<file path="src/rtl/lc3_memaccess_seq.sv">
// rtl/lc3_memaccess_seq.sv - LC-3 MEM-stage LD/LDR/ST/STR/LDI/STI sequencer over a req/ack data port
// Optional per-request timeout abort is enabled by defining LC3_MEMACC_TIMEOUT_EN.
module lc3_memaccess_seq #(
  parameter int DW          = 16,
  parameter int AW          = 16,
  parameter int TIMEOUT_CYC = 255
) (
  input  logic          clk,
  input  logic          rst_n,
  input  logic          start,
  input  logic          M_Write,
  input  logic          M_Control,
  input  logic [AW-1:0] M_Addr,
  input  logic [DW-1:0] M_Data,
  output logic          DMem_req,
  input  logic          DMem_ack,
  output logic [AW-1:0] DMem_addr,
  output logic          DMem_rd,
  output logic [DW-1:0] DMem_din,
  input  logic [DW-1:0] DMem_dout,
  output logic [DW-1:0] memout,
  output logic          busy,
  output logic          done,
  output logic          err
);

  typedef enum logic [1:0] {S_IDLE, S_PTR, S_ACC, S_DONE} state_t;

  state_t        r_state, w_state_nx;
  logic          r_req, w_req_nx;
  logic          r_rd, w_rd_nx;
  logic [AW-1:0] r_addr, w_addr_nx;
  logic [DW-1:0] r_din, w_din_nx;
  logic [DW-1:0] r_memout, w_memout_nx;
  logic          r_done, w_done_nx;
  logic          r_err, w_err_nx;
  logic          r_write, w_write_nx;
  logic [DW-1:0] r_data, w_data_nx;
  logic [AW-1:0] w_ptr;
  logic          w_timeout;

  // Fetched pointer is truncated or zero-extended to the address width.
  generate
    if (DW >= AW) begin : g_ptr_trunc
      assign w_ptr = DMem_dout[AW-1:0];
    end else begin : g_ptr_zext
      assign w_ptr = {{(AW-DW){1'b0}}, DMem_dout};
    end
  endgenerate

`ifdef LC3_MEMACC_TIMEOUT_EN
  localparam int CW = ($clog2(TIMEOUT_CYC + 1) > 8) ? $clog2(TIMEOUT_CYC + 1) : 8;
  localparam logic [CW-1:0] WAIT_LAST = CW'(TIMEOUT_CYC - 1);

  logic [CW-1:0] r_wait, w_wait_nx;

  // Counter restarts with every new request, including the PTR->ACC handoff.
  always_comb begin
    w_wait_nx = '0;
    if ((r_state == S_PTR || r_state == S_ACC) && !DMem_ack)
      w_wait_nx = r_wait + 1'b1;
  end

  always_ff @(posedge clk or negedge rst_n) begin
    if (!rst_n) r_wait <= '0;
    else        r_wait <= w_wait_nx;
  end

  assign w_timeout = (r_wait == WAIT_LAST);
`else
  logic w_unused_timeout;
  assign w_unused_timeout = (TIMEOUT_CYC != 0);
  assign w_timeout        = 1'b0;
`endif

  always_comb begin
    w_state_nx  = r_state;
    w_req_nx    = r_req;
    w_rd_nx     = r_rd;
    w_addr_nx   = r_addr;
    w_din_nx    = r_din;
    w_memout_nx = r_memout;
    w_write_nx  = r_write;
    w_data_nx   = r_data;
    w_done_nx   = 1'b0;
    w_err_nx    = 1'b0;
    unique case (r_state)
      S_IDLE: begin
        if (start) begin
          w_write_nx = M_Write;
          w_data_nx  = M_Data;
          w_req_nx   = 1'b1;
          w_addr_nx  = M_Addr;
          if (M_Control) begin
            w_state_nx = S_PTR;
            w_rd_nx    = 1'b1;
            w_din_nx   = '0;
          end else begin
            w_state_nx = S_ACC;
            w_rd_nx    = !M_Write;
            w_din_nx   = M_Write ? M_Data : '0;
          end
        end
      end
      S_PTR: begin
        if (DMem_ack) begin
          w_state_nx = S_ACC;
          w_rd_nx    = !r_write;
          w_addr_nx  = w_ptr;
          w_din_nx   = r_write ? r_data : '0;
        end else if (w_timeout) begin
          w_state_nx = S_IDLE;
          w_req_nx   = 1'b0;
          w_rd_nx    = 1'b1;
          w_din_nx   = '0;
          w_done_nx  = 1'b1;
          w_err_nx   = 1'b1;
        end
      end
      S_ACC: begin
        if (DMem_ack) begin
          if (!r_write) w_memout_nx = DMem_dout;
          w_state_nx = S_DONE;
          w_req_nx   = 1'b0;
          w_rd_nx    = 1'b1;
          w_din_nx   = '0;
          w_done_nx  = 1'b1;
        end else if (w_timeout) begin
          w_state_nx = S_IDLE;
          w_req_nx   = 1'b0;
          w_rd_nx    = 1'b1;
          w_din_nx   = '0;
          w_done_nx  = 1'b1;
          w_err_nx   = 1'b1;
        end
      end
      S_DONE: w_state_nx = S_IDLE;
      default: w_state_nx = S_IDLE;
    endcase
  end

  always_ff @(posedge clk or negedge rst_n) begin
    if (!rst_n) begin
      r_state  <= S_IDLE;
      r_req    <= 1'b0;
      r_rd     <= 1'b1;
      r_addr   <= '0;
      r_din    <= '0;
      r_memout <= '0;
      r_done   <= 1'b0;
      r_err    <= 1'b0;
      r_write  <= 1'b0;
      r_data   <= '0;
    end else begin
      r_state  <= w_state_nx;
      r_req    <= w_req_nx;
      r_rd     <= w_rd_nx;
      r_addr   <= w_addr_nx;
      r_din    <= w_din_nx;
      r_memout <= w_memout_nx;
      r_done   <= w_done_nx;
      r_err    <= w_err_nx;
      r_write  <= w_write_nx;
      r_data   <= w_data_nx;
    end
  end

  assign DMem_req  = r_req;
  assign DMem_rd   = r_rd;
  assign DMem_addr = r_addr;
  assign DMem_din  = r_din;
  assign memout    = r_memout;
  assign done      = r_done;
  assign err       = r_err;
  assign busy      = (r_state != S_IDLE);

endmodule

</file>
<file path="config.mk">
export PLATFORM = sky130hd
export DESIGN_NAME = lc3_memaccess_seq
export DESIGN_NICKNAME = d
export VERILOG_FILES = /design/src/rtl/lc3_memaccess_seq.sv
export SDC_FILE = /design/constraint.sdc
export NUM_CORES = 1
export LEC_CHECK = 0
export BUFFER_PORTS_ARGS = -buffer_cell sky130_fd_sc_hd__buf_2
export CAP_MARGIN = 40
export CORE_UTILIZATION = 50
export CTS_CLUSTER_SIZE = 20
export DETAILED_ROUTE_END_ITERATION = 16
export PLACE_DENSITY = 0.79
export SKIP_CTS_REPAIR_TIMING = 1
export SLEW_MARGIN = 30
export SYNTH_ARGS = -nofsm -noshare
export SYNTH_HDL_FRONTEND = slang
export SYNTH_SLANG_ARGS = --single-unit
export TNS_END_PERCENT = 10
</file>
<file path="constraint.sdc">
create_clock -name clk -period 2.4 [get_ports clk]
set_clock_uncertainty 0.2 [all_clocks]
set_input_delay 0 -clock clk [delete_from_list [all_inputs] [get_ports clk]]
set_output_delay 0 -clock clk [all_outputs]
set_load 0.1 [all_outputs]
</file>
* After elaboration in Yosys (flattened, before gate mapping) *
Cells that the tools add are included.

cells by class
  equality and inequality tests = 6
  multiplexer cells = 25
  bitwise gates (word level) = 1
  reductions and logical operators = 13

operators by type and width
  cell                                                                    count
  16-bit two-way mux                                                      8
  16-bit case mux with 3 select lines                                     1
  16-bit case mux with 2 select lines                                     1
  3-bit AND reduction                                                     4
  1-bit two-way mux                                                       8
  2-bit two-way mux                                                       4
  2-bit case mux with 4 select lines                                      1
  2-bit inequality test (second input constant)                           3
  2-bit nonzero test                                                      3
  2-bit equality test (second input constant)                             2
  4-bit AND reduction                                                     1
  1-bit case mux with 3 select lines                                      1
  3-bit nonzero test                                                      1
  2-bit by 1-bit equality test with 1-bit output (second input constant)  1
  1-bit logical NOT                                                       2
  2-bit logical NOT                                                       1
  1-bit case mux with 2 select lines                                      1
  2-bit AND reduction                                                     1
  1-bit NOT                                                               1

storage, ports and cells
  bits in registers = 70
  bits of input ports = 54
  output and inout port bits = 53

* Depth between registers and ports, before layout *
  word-level depth = 4
  gate-level depth with buffers = 7

* Worst setup path before layout *
No wires, ideal clock.

  kind = reg2reg
  start = reg r_state[1]
  end = reg r_din[10], in the netlist DMem_din[10]
  setup time = 0.125 ns
  arrival = 1.784 ns
  path slack = 0.291 ns
  stages on the path, launching flop included = 8
  clock period less this slack = 2.109 ns
  cells stage by stage = dfrtp_1 inv_1 ha_1 buf_6 o21ba_4 nor3_4 buf_8 mux2_2

between the ends
  word-level cells in the longest chain between the ends = 3
  elaborated cells on any way between the ends = 9
  those cells by class = eq/ne: 5; mux: 1; reduce/logical: 3

RTL lines
  element                                                                              RTL line  source
  start: declaration                                                                   29        state_t r_state, w_state_nx;
  start signal: assignment                                                             155       r_state <= w_state_nx;
  2-bit by 1-bit equality test with 1-bit output (tied with other cells)               87        unique case (r_state)
  2-bit inequality test (no source line) / 3-bit nonzero test (equally long branches)  n/a
  4-bit AND reduction (no source line)                                                 n/a
  end signal: assignment                                                               159       r_din <= w_din_nx;
  end: declaration                                                                     33        logic [DW-1:0] r_din, w_din_nx;

Several ways; a longest one is shown, not always the timed one.
A chain may end at the register's enable or synchronous reset.

* Worst setup path after layout *
  start = reg r_state[0]
  end = reg r_din[1], in the netlist DMem_din[1]

Same word-level chain as after synthesis.

==> out/results.txt <==
Synth top area share -> 0.544
Synth area leader -> dfrtp_1
First-pass GRT wire length -> 9.72 mm
RSZ-0062 raised after global routing -> no
Setup_tns -> 0 ns
Max FO, Critical Path -> 17
Site Rows -> 28
Slew HR -> 0.595
Clock Sink Count -> 70
Req. time, crit path -> 2.42 ns
Root Buffer -> clkbuf_8
Largest net degree at the start of global routing -> 49
Initial Util -> 0.527
Syn_area_per_cell -> 14.8 um2
Reg clk slew, reported paths -> 0.07 ns
Total grt overflow -> 0
Routed len/inst -> 16.9 um
Max cap viols -> 0
Initial antenna violation count -> 0
Share of layout cells above drive strength 1 -> 0.557
# IOs -> 107
Vias in the first global route -> 2,033
Mapped Area -> 3180 um2
Post-Syn Nets -> 275
Ys Warns -> 0
Status -> finished clean
Fill count -> 385
Area Growth Syn to Fin -> 43.2%
CTS tree -> built
Via density -> 5.26
Routability congestion estimate -> 0.745
Critical path type -> reg2reg
Minimum clock period -> 2.16 ns
Via Count -> 2,436
Clock buffer depth -> 2
Drt drc -> 0
Antenna cells -> 0
Final Cycle Share -> 0.898
GRT Util Overall -> 0.199
Crit end category -> flip-flop
Most common cell after layout, fill and taps aside -> buf_2
First drt pass iteration count -> 5
Sequential fraction of the synthesis area -> 0.552
Area contributors post-synth -> dfrtp_1 54%, mux2_2 29%, a22o_1 4.4%
Syn Inst Count -> 215
Die Y -> 81.7 um
Core area -> 6030 um2
Final Hold Viols -> 0
Class of the worst hold path -> in2async
Critical Path Source Type -> flip-flop
Post-DP HPWL -> 4.63 mm
Die area -> 6680 um2
TritonCTS Buffers -> 9
H-Tree Depth -> 3
Largest stage delay on the critical path -> 0.39 ns
Worst-margin pin slew -> 0.608 ns
Register bit count reported by yosys -> 70
Final setup viols -> 0
Critical-path top delay cell -> dfrtp_1
CP arrival -> 2.17 ns
Max-slew violations -> 0
IO Port Bufs -> 105
Footprint of the multi-input gates -> 1340 um2
Yosys cell types -> 30
Register Area -> 1750 um2
Die X -> 81.7 um
Nets -> 443
Worst path cell trace -> inv_1 > ha_1 > and2b_1 > nor3_4 > buf_4 > mux2_2
Skew-Pair Late Insertion Delay -> 0.33 ns
Starting DRC count in detailed routing -> 71
Routed WL -> 7.83 mm
Max Freq -> 464 MHz
Post-route ant nets -> 0
Most frequent cells in the layout -> 105 x buf_2, 82 x mux2_2, 69 x dfrtp_1
-- final cells by class --
class | count | area share
clock inverters | 3 | 0.00935
flip-flops and latches | 70 | 0.385
repair buffers | 167 | 0.251
multi-input cells | 130 | 0.294
inverters | 5 | 0.00413
well taps | 75 | 0.0206
clock buffers | 13 | 0.0349
-- critical path, delay by kind of cell (launching register included) --
family	cells	cell delay [ns]
adders and majority gates	1	0.28
buffers and inverters	2	0.38
DFF	1	0.39
muxes	1	0.37
and+or+nand+nor	2	0.41
-- cell usage after synthesis --
library cell	count
nand3b_1	1
dfrtp_1	69
mux2i_1	4
and2b_1	1
and2_1	1
a22o_1	16
nor3_4	1
ha_1	6
nand2_1	1
clkbuf_1	3
nand2b_1	3
buf_2	3
mux2_2	82
or2_2	1
o21ai_0	3
buf_8	1
nor3b_2	1
and3_1	1
a211oi_1	1
buf_4	2
conb_1	1
dfstp_2	1
nand3_1	1
a31oi_1	1
a21oi_1	1
and4_1	1
nor2_2	1
buf_6	1
inv_1	5
o21ba_4	1
-- kinds of logic (layout without fill, tap and decap cells) --
kind of cell / after synthesis / in the layout / share of synthesized area
compound gates: 23 / 23 / 0.0599
other cells: 1 / 1 / 0.00118
flops: 70 / 70 / 0.552
buf+inv: 15 / 188 / 0.0272
simple gates: 14 / 14 / 0.0331
mux: 86 / 86 / 0.303
fa+ha+maj: 6 / 6 / 0.0236
-- sequential cells by signal, indices dropped and copies added, names as in the netlist --
signal and flops:
DMem_addr 16, DMem_din 16, memout 16, r_data 16
r_state 2, DMem_rd 1, DMem_req 1, done 1
r_write 1
-- through the flow --
step | hold slack (ns) | cells | util | worst slack [ns] | instance area [um2]
CTS | -0.561 | 410 | 0.667 | 0.226 | 4020
detailed placement | -0.190 | 394 | 0.633 | 0.228 | 3820
finish | 0.0361 | 463 | 0.755 | 0.244 | 4550
global placement | 0.0458 | 393 | 0.629 | 0.302 | 3790
floorplan | -0.496 | 215 | - | 0.291 | 3180
global route | 0.0530 | 463 | 0.755 | 0.151 | 4550
-- layer usage --
layer,share of wire,global-route usage,up-vias
met5,0,0,-
met4,0.028,0.0895,0
met3,0.068,0.0589,21
met2,0.51,0.333,104
met1,0.39,0.235,1192
li1,-,-,1119
-- final timing paths --
check | from | to | slack, ns | depth (start not counted)
hold reg to reg | DMem_din[14]$_DFFE_PN0P_ | DMem_din[14]$_DFFE_PN0P_ | 0.30 | 1
setup reg to reg | r_state[0]$_DFFE_PN0P_ | DMem_din[1]$_DFFE_PN0P_ | 0.24 | 6
setup / recovery | r_state[0]$_DFFE_PN0P_ | DMem_din[1]$_DFFE_PN0P_ | 0.24 | 6
min in group clk | M_Data[12] | r_data[12]$_DFFE_PN0P_ | 0.24 | 3
max in group asynchronous | rst_n | DMem_rd$_DFFE_PN1P_ | 1.35 | 4
hold / removal | rst_n | memout[12]$_DFFE_PN0P_ | 0.04 | 3
Power is left out: the tool's default activity adds up to more than one toggle a clock period on the data nets, which glitch-free logic cannot reach.
